`config.mk`:
```
export PLATFORM = sky130hd
export DESIGN_NAME = flag_rf_stack_flat
export DESIGN_NICKNAME = d
export VERILOG_FILES = /design/src/rtl/flag_rf_stack_if.sv /design/src/rtl/flag_rf_stack.sv /design/src/flat_wrapper.sv
export SDC_FILE = /design/constraint.sdc
export NUM_CORES = 1
export LEC_CHECK = 0
export ABC_AREA = 1
export ABC_CLOCK_PERIOD_IN_PS = 2100
export BUFFER_PORTS_ARGS = -buffer_cell sky130_fd_sc_hd__buf_2
export CAP_MARGIN = 20
export CELL_PAD_IN_SITES_DETAIL_PLACEMENT = 1
export CELL_PAD_IN_SITES_GLOBAL_PLACEMENT = 2
export CORE_ASPECT_RATIO = 1.1
export CORE_MARGIN = 1
export CORE_UTILIZATION = 31
export CTS_BUF_LIST = sky130_fd_sc_hd__clkbuf_16
export DETAILED_ROUTE_END_ITERATION = 6
export PLACE_DENSITY_LB_ADDON = 0.1
export SLEW_MARGIN = 20
export SYNTH_ARGS = -nofsm -noshare
export SYNTH_HDL_FRONTEND = slang
export SYNTH_SLANG_ARGS = --single-unit
```
`constraint.sdc`:
```
create_clock -name clk -period 2.1 [get_ports clk]
set_input_delay 0.315 -clock clk [delete_from_list [all_inputs] [get_ports clk]]
set_output_delay 0.315 -clock clk [all_outputs]
set_load 0.01 [all_outputs]
```
`src/rtl/flag_rf_stack_if.sv`:
```
// rtl/flag_rf_stack_if.sv - flag write, condition, push/pop and stack status bundle for flag_rf_stack.
interface flag_rf_stack_if #(
  parameter int NUM_BANKS   = 4,
  parameter int STACK_DEPTH = 4
);
  localparam int BANK_W = (NUM_BANKS > 1) ? $clog2(NUM_BANKS) : 1;
  localparam int CNT_W  = $clog2(STACK_DEPTH + 1);

  logic              wr_en;
  logic [BANK_W-1:0] wr_bank;
  logic              z;
  logic              v;
  logic              n;
  logic [BANK_W-1:0] rd_bank;
  logic [3:0]        cond;
  logic              out;
  logic              push;
  logic              pop;
  logic              clr_err;
  logic [CNT_W-1:0]  stack_cnt;
  logic              stack_full;
  logic              stack_empty;
  logic              stack_err;

  modport master (
    output wr_en, wr_bank, z, v, n, rd_bank, cond, push, pop, clr_err,
    input  out, stack_cnt, stack_full, stack_empty, stack_err
  );

  modport slave (
    input  wr_en, wr_bank, z, v, n, rd_bank, cond, push, pop, clr_err,
    output out, stack_cnt, stack_full, stack_empty, stack_err
  );
endinterface

```
`src/rtl/flag_rf_stack.sv`:
```
// rtl/flag_rf_stack.sv - banked Z/V/N flag register file with branch-condition decode and save/restore stack.
// Optional same-cycle write-to-condition forwarding under macro FLAG_BYPASS_EN.
module flag_rf_stack #(
  parameter int NUM_BANKS   = 4,
  parameter int STACK_DEPTH = 4
) (
  input logic             clk,
  input logic             rst_n,
  flag_rf_stack_if.slave  bus
);
  localparam int BANK_W = (NUM_BANKS > 1) ? $clog2(NUM_BANKS) : 1;
  localparam int CNT_W  = $clog2(STACK_DEPTH + 1);

  // Flag triple packing is {z, v, n}.
  logic [NUM_BANKS-1:0][2:0]   bank_q, bank_d;
  logic [STACK_DEPTH-1:0][2:0] stack_q, stack_d;
  logic [CNT_W-1:0]            cnt_q, cnt_d;
  logic                        err_q, err_d;

  logic [2:0] rd_flags;
  logic [2:0] eval_flags;
  logic [2:0] top_flags;
  logic       full;
  logic       empty;
  logic       do_push;
  logic       do_pop;
  logic       err_ev;
  logic       cond_out;
  logic       unused_cond;

  assign unused_cond = bus.cond[3];
  assign full        = (cnt_q == CNT_W'(STACK_DEPTH));
  assign empty       = (cnt_q == '0);

  // Out-of-range bank indices match no entry and read as 000.
  always_comb begin
    rd_flags = 3'b000;
    for (int i = 0; i < NUM_BANKS; i++) begin
      if (bus.rd_bank == BANK_W'(i)) rd_flags = bank_q[i];
    end
  end

  always_comb begin
    top_flags = 3'b000;
    for (int j = 0; j < STACK_DEPTH; j++) begin
      if (cnt_q == CNT_W'(j + 1)) top_flags = stack_q[j];
    end
  end

`ifdef FLAG_BYPASS_EN
  always_comb begin
    eval_flags = rd_flags;
    for (int i = 0; i < NUM_BANKS; i++) begin
      if (bus.wr_en && bus.wr_bank == BANK_W'(i) && bus.rd_bank == BANK_W'(i))
        eval_flags = {bus.z, bus.v, bus.n};
    end
  end
`else
  assign eval_flags = rd_flags;
`endif

  always_comb begin
    cond_out = 1'b0;
    case (bus.cond[2:0])
      3'b000:  cond_out = eval_flags[2];
      3'b001:  cond_out = eval_flags[0] & ~eval_flags[1];
      3'b010:  cond_out = ~eval_flags[2] & ~eval_flags[1] & ~eval_flags[0];
      3'b011:  cond_out = eval_flags[1];
      3'b100:  cond_out = ~eval_flags[2];
      3'b101:  cond_out = ~eval_flags[0] & ~eval_flags[1];
      3'b110:  cond_out = (eval_flags[0] & ~eval_flags[1]) | eval_flags[2];
      default: cond_out = 1'b1;
    endcase
  end

  assign do_push = bus.push & ~bus.pop & ~full;
  assign do_pop  = bus.pop & ~bus.push & ~empty;
  assign err_ev  = (bus.push & bus.pop) | (bus.push & ~bus.pop & full) |
                   (bus.pop & ~bus.push & empty);

  // The pop restore is applied after the write so it overrides a same-bank write.
  always_comb begin
    bank_d  = bank_q;
    stack_d = stack_q;
    cnt_d   = cnt_q;
    err_d   = err_q;
    if (bus.wr_en) begin
      for (int i = 0; i < NUM_BANKS; i++) begin
        if (bus.wr_bank == BANK_W'(i)) bank_d[i] = {bus.z, bus.v, bus.n};
      end
    end
    if (do_push) begin
      for (int j = 0; j < STACK_DEPTH; j++) begin
        if (cnt_q == CNT_W'(j)) stack_d[j] = rd_flags;
      end
      cnt_d = cnt_q + CNT_W'(1);
    end
    if (do_pop) begin
      for (int i = 0; i < NUM_BANKS; i++) begin
        if (bus.rd_bank == BANK_W'(i)) bank_d[i] = top_flags;
      end
      cnt_d = cnt_q - CNT_W'(1);
    end
    if (err_ev) begin
      err_d = 1'b1;
    end else if (bus.clr_err) begin
      err_d = 1'b0;
    end
  end

  always_ff @(posedge clk or negedge rst_n) begin
    if (!rst_n) begin
      bank_q  <= '0;
      stack_q <= '0;
      cnt_q   <= '0;
      err_q   <= 1'b0;
    end else begin
      bank_q  <= bank_d;
      stack_q <= stack_d;
      cnt_q   <= cnt_d;
      err_q   <= err_d;
    end
  end

  assign bus.out         = cond_out;
  assign bus.stack_cnt   = cnt_q;
  assign bus.stack_full  = full;
  assign bus.stack_empty = empty;
  assign bus.stack_err   = err_q;
endmodule

```
`src/flat_wrapper.sv`:
```
// flat-port wrapper written by rule: the top's interface ports become plain ports
module flag_rf_stack_flat 
#(
  parameter int NUM_BANKS   = 4,
  parameter int STACK_DEPTH = 4
)
  (clk, rst_n, bus_wr_en, bus_wr_bank, bus_z, bus_v, bus_n, bus_rd_bank, bus_cond, bus_push, bus_pop, bus_clr_err, bus_out, bus_stack_cnt, bus_stack_full, bus_stack_empty, bus_stack_err);
  flag_rf_stack_if #(.NUM_BANKS(NUM_BANKS), .STACK_DEPTH(STACK_DEPTH)) bus_i ();
  input logic clk;
  input logic rst_n;
  input wire logic [$bits(bus_i.wr_en)-1:0] bus_wr_en;
  input wire logic [$bits(bus_i.wr_bank)-1:0] bus_wr_bank;
  input wire logic [$bits(bus_i.z)-1:0] bus_z;
  input wire logic [$bits(bus_i.v)-1:0] bus_v;
  input wire logic [$bits(bus_i.n)-1:0] bus_n;
  input wire logic [$bits(bus_i.rd_bank)-1:0] bus_rd_bank;
  input wire logic [$bits(bus_i.cond)-1:0] bus_cond;
  input wire logic [$bits(bus_i.push)-1:0] bus_push;
  input wire logic [$bits(bus_i.pop)-1:0] bus_pop;
  input wire logic [$bits(bus_i.clr_err)-1:0] bus_clr_err;
  output wire logic [$bits(bus_i.out)-1:0] bus_out;
  output wire logic [$bits(bus_i.stack_cnt)-1:0] bus_stack_cnt;
  output wire logic [$bits(bus_i.stack_full)-1:0] bus_stack_full;
  output wire logic [$bits(bus_i.stack_empty)-1:0] bus_stack_empty;
  output wire logic [$bits(bus_i.stack_err)-1:0] bus_stack_err;
  assign bus_i.wr_en = bus_wr_en;
  assign bus_i.wr_bank = bus_wr_bank;
  assign bus_i.z = bus_z;
  assign bus_i.v = bus_v;
  assign bus_i.n = bus_n;
  assign bus_i.rd_bank = bus_rd_bank;
  assign bus_i.cond = bus_cond;
  assign bus_i.push = bus_push;
  assign bus_i.pop = bus_pop;
  assign bus_i.clr_err = bus_clr_err;
  assign bus_out = bus_i.out;
  assign bus_stack_cnt = bus_i.stack_cnt;
  assign bus_stack_full = bus_i.stack_full;
  assign bus_stack_empty = bus_i.stack_empty;
  assign bus_stack_err = bus_i.stack_err;
  flag_rf_stack #(.NUM_BANKS(NUM_BANKS), .STACK_DEPTH(STACK_DEPTH)) u_core (.clk(clk), .rst_n(rst_n), .bus(bus_i));
endmodule
```
==> results.py, run 1 <==
metrics = {
    "synth": {
        "ys_ff_latch": 28,
        "netlist.area_leader.share_pct": 41.8,
        "synth_area_sq_um": 1680,
        "yosys.area.top_type": "dfrtp_1",
        "synth_fp_nets": 262,
        "synth_cell_types": 22,
        "synth_warnings": 0,
        "synth_area_leaders": "dfrtp_1, nand2_1, o21ai_0, nand3_1, inv_1",
        "syn_avg_cell_area_sq_um": 7.02,
        "synthCells": 239,
        "ys_seq_area_share_pct": 41.8,
    },
    "critical_path": {
        "crit_buf_inv": 2,
        "crit_slowest_cell": "dfrtp_1",
        "worstPathCellList": "o21ai_0, nand3_1, o21ai_2, nand2_1, nand2_1, nand2_1, inv_1, nand2_1, buf_2",
        "start_kind": "flop",
        "cpMostUsedCell": "nand2_1",
        "path_delay_family": "flip-flops",
        "crit_fanout": 6,
        "arrival_ps": 1520,
        "slowest_delay_ps": 390,
        "worstPathRequired_ps": 1780,
        "criticalPathCategory": "flop to primary output",
        "endpoint_kind": "primary output",
    },
    "final_layout": {
        "diodes": 0,
        "fin_util_pct": 38.1,
        "nets": 288,
        "area_delta_synth_final_pct": 16.0,
        "drive_above_1_share_pct": 14.0,
    },
    "pwr": {
        "p_clk_share_pct": 21.0,
        "swShare_pct": 39.2,
        "leakage_uw": 0.00105,
        "p_int_uw": 1290,
        "ir_drop_uv": 503,
        "power_switching_uw": 828,
        "p_per_area_nw_per_um2": 1090,
        "p_comb_share_pct": 38.7,
        "pwr-share-seq_pct": 40.2,
    },
    "clocking": {
        "cts-buffers-inserted": 3,
        "cts.sinks": 28,
        "cts_tree": "done",
        "clock_latency_ps": 270,
        "post_cts_resized": 0,
        "root_buffer": "clkbuf_16",
        "cts.htree.levels": 1,
        "ctsHoldBuffers": 0,
        "clk_pin_slew_ps": 70,
        "cts_setup_buffers": 0,
        "clockBufferDepth": 2,
    },
    "floorplanning": {
        "rows": 27,
        "die_h_um": 79.2,
        "num_io_pins": 24,
        "die-area_sq_um": 5710,
        "die_x_um": 72.1,
        "start_util_pct": 32.9,
        "core_area_sq_um": 5100,
    },
    "grt": {
        "grt_pass1_wl_um": 7910,
        "grt_overflow": 0,
        "grt_usage_pct": 18.3,
        "grt_antenna_before_repair": 0,
        "first_global_vias": 1665,
        "grt_max_degree": 29,
    },
    "placed_design": {
        "gp_congestion": 0.761,
        "port_buffers": 22,
        "hpwl_um": 3500,
    },
    "drt": {
        "wl_met1_um": 2160,
        "drt-wirelength-per-cell_um": 13.2,
        "via_per_inst": 4.54,
        "wl_met2_um": 2130,
        "drt-initial-drc-count": 70,
        "ant_nets": 0,
        "drt-total-wl_um": 4430,
        "drc": 0,
        "dr.pass1.iters": 4,
        "met3_length_um": 89,
        "highest_layer": "met4",
        "vias": 1526,
    },
    "timing": {
        "setup_viol": 0,
        "fmax_mhz": 545,
        "post-route-min-period_ps": 1830,
        "whs_ps": 72.0,
        "setup_tns_ps": 0,
        "hold_viol_final": 0,
        "clock_skew_ps": 2.65,
        "slew_headroom_pct": 55.9,
        "final_max_slew_viol_count": 0,
        "worstMarginPinSlew_ps": 661,
        "post-route-period-util_pct": 87.3,
        "rsz0062_at_grt": "false",
    },
    "worst_hold_path": {
        "hold_path.class": "input port to async pin",
    },
    "job": {
        "cap_violations": 0,
    },
    "outcome": {
        "status": "finished, final reports clean",
    },
}
layer usage:
layer	global-route usage, %	vias to the layer above
met5	0	-
met4	5.29	0
met3	2.28	5
li1	-	813
met2	31.6	16
met1	23.8	692
flip-flops by register name (all words and copies together), names as in the netlist:
signal                count
u_core.bus.stack_cnt      3
u_core.stack_q           12
u_core.bus.stack_err      1
u_core.bank_q            12
synthesized netlist by cell type (all sizes together):
| master | instances |
|---|---|
| xor2 | 1 |
| or2 | 4 |
| o21ai | 31 |
| nand2 | 95 |
| nor2 | 11 |
| nand4 | 1 |
| a21o | 3 |
| buf | 1 |
| a31oi | 1 |
| o22ai | 1 |
| nand3 | 26 |
| dfrtp | 28 |
| a21oi | 1 |
| ha | 6 |
| xnor2 | 1 |
| inv | 28 |
cell type report:
class,instances,area [sq um]
clock buffers,3,75.1
clock inverters,1,3.75
fillers,658,3160
repair buffers,22,110
inverters,28,105
flip-flops and latches,28,701
well taps,72,90.1
multi-input cells,182,861
final timing paths:
| check | startpoint | to | slack, ps | cells past startpoint |
|---|---|---|---|---|
| setup reg to reg | u_core.bus.stack_cnt[0] | u_core.bank_q[8] | 270 | 11 |
| min in group clk | bus_clr_err | u_core.bus.stack_err | 230 | 2 |
| setup / recovery | u_core.bank_q[7] | bus_out | 270 | 9 |
| hold / removal | rst_n | u_core.bus.stack_cnt[0] | 70 | 1 |
| max in group asynchronous | rst_n | u_core.stack_q[7] | 1590 | 1 |
| hold reg to reg | u_core.stack_q[10] | u_core.stack_q[10] | 480 | 2 |
logic make-up after synthesis:
group                      synth area share [%]
DFF                                        41.8
AOI/OAI and AO/OA                          11.9
adders and majority gates                  4.47
xor gates and xnor gates                   1.04
and+or+nand+nor                            33.9
buffers and inverters                      6.94
cell usage in the layout, fill, tap and decap left out:
cell type,synthesis,final
a21o_1,3,3
a21oi_1,1,1
a31oi_1,1,1
buf_2,0,22
clkbuf_16,0,3
clkinv_1,0,1
dfrtp_1,28,28
ha_1,6,6
inv_1,24,24
inv_2,4,4
nand2_1,92,92
nand2_2,3,3
nand3_1,26,26
nand4_1,1,1
nor2_1,10,10
nor2_2,1,1
o21ai_0,29,29
o21ai_1,1,1
o21ai_2,1,1
o22ai_1,1,1
or2_0,1,1
or2_2,3,3
xnor2_1,1,1
xor2_1,1,1
power by group through the flow:
stage | combinational (uW) | sequential [uW] | clock, uW
after global placement | 823 | 862 | 0
after global routing | 966 | 885 | 481
after CTS | 840 | 856 | 462
final | 819 | 850 | 445
after floorplan | 565 | 851 | 0
after detailed placement | 836 | 865 | 0
through the flow:
stage	power [uW]	worst slack, ps	std cells	cell area (sq um)
2_1_floorplan	1420	507	239	1680
4_1_cts	2160	231	336	1950
3_5_place_dp	1700	274	332	1870
6_report	2110	266	336	1950
5_1_grt	2330	21.2	336	1950
3_3_place_gp	1690	269	332	1870
Power figures use the tool's default switching activity.
==> run 2, diff against run 1 <==
ABC_AREA = not set   (was 1)
CORE_UTILIZATION = 37   (was 31)
RECOVER_POWER = 25   (was not set)
==> run 2 against run 1 <==
The flow now finishes with violations (max-capacitance violations, max-slew violations, negative setup slack). Clock skew barely moved. Highest routed layer unchanged. Combinational power rose by 54%. Critical endpoint unchanged. Clock power barely moved. Worst setup slack got worse by 330 ps.
==> results.py, run 2 <==
metrics = {
    "clocking": {
        "root_buffer": "clkbuf_16",
        "clk_pin_slew_ps": 70,
        "cts.htree.levels": 1,
        "cts.sinks": 28,
        "clock_latency_ps": 260,
        "cts-buffers-inserted": 3,
        "clockBufferDepth": 2,
        "cts_tree": "done",
    },
    "final_layout": {
        "nFillCells": 538,
        "nets": 218,
        "diodes": 0,
        "regArea_sq_um": 701,
        "multi_input_area_sq_um": 1060,
        "drive_above_1_share_pct": 32.0,
        "area_delta_synth_final_pct": 17.2,
        "mostFrequentLayoutCell": "dfrtp_1",
        "finalNonFillerCells": 250,
        "layout_common_cells": "dfrtp_1, buf_2, mux2_2",
    },
    "pwr": {
        "ir_drop_uv": 522,
        "swShare_pct": 37.7,
        "power_switching_uw": 982,
        "p_per_area_nw_per_um2": 1240,
        "p_clk_share_pct": 17.2,
        "p_int_uw": 1630,
        "p_comb_share_pct": 48.4,
        "leakage_uw": 0.000985,
        "pwr-share-seq_pct": 34.4,
    },
    "synth": {
        "syn_avg_cell_area_sq_um": 10.8,
        "synth_area_sq_um": 1800,
        "async_flop_share_pct": 100,
        "ys_seq_area_share_pct": 38.9,
        "synth_warnings": 0,
        "synthTopCellsByCount": "dfrtp_1, mux2_2, mux2i_1",
        "synth_mux_area_share_pct": 22.9,
        "synthMostInstantiatedCell": "dfrtp_1",
        "ys_ff_latch": 28,
        "synth_top_family_by_area": "multiplexers",
        "synthCells": 166,
        "synthAdderAreaFrac_pct": 4.17,
        "yosys.area.top_type": "dfrtp_1",
        "yosys.area_share.simple_pct": 16.5,
        "synth_edf_count": 0,
        "ys.flop_type": "dfrtp_1",
        "synth_cell_types": 44,
        "synth_fp_nets": 189,
        "synth-compound-area-share_pct": 13.1,
        "synth_area_leaders": "dfrtp_1, mux2_2, mux2i_1, ha_1, mux4_2",
        "synth_xor_area_share_pct": 0.973,
        "netlist.area_leader.share_pct": 38.9,
    },
    "drt": {
        "met3_length_um": 122,
        "wl_met1_um": 1930,
        "dr.pass1.iters": 4,
        "drt-total-wl_um": 4630,
        "wl_met2_um": 2530,
        "drt-wirelength-per-cell_um": 18.5,
        "vias": 1405,
        "highest_layer": "met4",
        "via_per_inst": 5.62,
        "ant_nets": 0,
        "drc": 0,
        "drt-initial-drc-count": 63,
    },
    "timing": {
        "clock_skew_ps": 3.04,
        "final_max_slew_viol_count": 29,
        "setup_tns_ps": -60.4,
        "fmax_mhz": 463,
        "hold_viol_final": 0,
        "whs_ps": 364,
        "worstMarginPinSlew_ps": 1600,
        "post-route-min-period_ps": 2160,
        "post-route-period-util_pct": 103,
        "slew_headroom_pct": -6.96,
        "rsz0062_at_grt": "true",
        "setup_viol": 1,
        "fin_ws_ps": -60.4,
    },
    "grt": {
        "grt_max_degree": 29,
        "grt_antenna_before_repair": 0,
        "grt_usage_pct": 20.2,
        "grt_pass1_wl_um": 7580,
        "first_global_vias": 1472,
        "grt_overflow": 0,
    },
    "critical_path": {
        "rrSetupSlack_ps": 140,
        "endpoint_kind": "primary output",
        "worstPathRequired_ps": 1780,
        "startpoint": "u_core.bank_q[2]",
        "worstReg2RegStart": "u_core.bus.stack_cnt[0]",
        "start_kind": "flop",
        "criticalPathCategory": "flop to primary output",
        "regToRegEndpoint": "u_core.bank_q[10]",
        "ff2ff_path_depth": 7,
        "crit_fanout": 4,
        "cp-endpoint": "bus_out",
        "arrival_ps": 1850,
    },
    "floorplanning": {
        "core_area_sq_um": 4650,
        "rows": 26,
        "die_h_um": 75.2,
        "die-area_sq_um": 5150,
        "num_io_pins": 24,
        "start_util_pct": 38.7,
        "die_x_um": 68.5,
    },
    "placed_design": {
        "gp_congestion": 0.781,
        "port_buffers": 22,
        "numPlacedInstances": 245,
        "hpwl_um": 3560,
    },
    "worst_hold_path": {
        "hold_path.class": "input port to flop",
    },
    "outcome": {
        "violations": "max-capacitance violations, max-slew violations, negative setup slack",
        "status": "finished with violations",
    },
    "job": {
        "cap_violations": 1,
    },
}
-- run 2: changes by cell type after synthesis, sizes merged, moves of 4 or more --
cell,change
nand2b,+7
a21oi,+6
mux2,+17
inv,-24
buf,+4
o21ai,-24
mux2i,+15
nor2b,+6
nand3,-23
nor3b,+6
nor3,+4
nand2,-86
or2,-4
nor2,-7
-- run 2: power groups by stage --
stage / combinational, uW / clock, uW / sequential, uW
3_3_place_gp: 1190 / 0 / 887
4_1_cts: 1260 / 461 / 897
3_5_place_dp: 1230 / 0 / 906
2_1_floorplan: 824 / 0 / 879
6_report: 1260 / 448 / 897
5_1_grt: 1390 / 478 / 932
-- run 2: worst max-delay path, stage by stage, from the launching register on --
cell     delay (ps)
dfrtp_1         390
mux4_2          540
mux2_4          330
a21oi_2         110
o21ai_1          70
buf_2           140
-- run 2: layout make-up --
| type | count | share of cell area [%] |
|---|---|---|
| multi-input cells | 125 | 50.1 |
| flip-flops and latches | 28 | 33.2 |
| repair buffers | 32 | 8.71 |
| clock buffers | 3 | 3.56 |
| well taps | 56 | 3.32 |
| inverters | 5 | 0.889 |
| clock inverters | 1 | 0.178 |
-- run 2: how the worst min path moves through the flow --
stage,endpoint,cells after the start,start
finish,u_core.bus.stack_err,4,bus_clr_err
CTS,u_core.bank_q[4],1,rst_n
global route,u_core.bus.stack_err,3,bus_push
global placement,u_core.bank_q[1],1,rst_n
detailed placement,u_core.bank_q[4],1,rst_n
floorplan,u_core.bank_q[0],0,rst_n
-- run 2: routing by layer --
metal	track usage, %	vias up
met3	2.88	6
li1	-	674
met1	24.4	705
met4	4.17	0
met2	37.5	20
met5	0	-
-- run 2: cells by family after synthesis --
kind of cell	count (synthesis)
AO/OA/AOI/OAI	34
XOR/XNOR	2
adder cells (fa/ha/maj)	6
buffers and inverters	13
flip-flops	28
multiplexers	35
AND/OR/NAND/NOR	48
-- run 2: repair_timing --
item | 4_1_cts | 5_1_grt
hold buffers | 0 | 0
buffers inserted | 1 | 0
pin swaps | 1 | 0
setup endpoints to repair | 1 | 8
gates cloned | 0 | 0
resized for setup | 1 | 2
-- run 2: stage by stage --
step                      utilization, %  setup slack [ps]  instance area [sq um]  total power [uW]
after floorplan                        -               153                   1800              1700
after global placement              43.1              35.8                   2010              2080
after detailed placement            43.1              4.16                   2010              2140
after CTS                           45.1             -64.8                   2100              2620
after global routing                45.4              -133                   2110              2800
final                               45.4             -60.4                   2110              2610
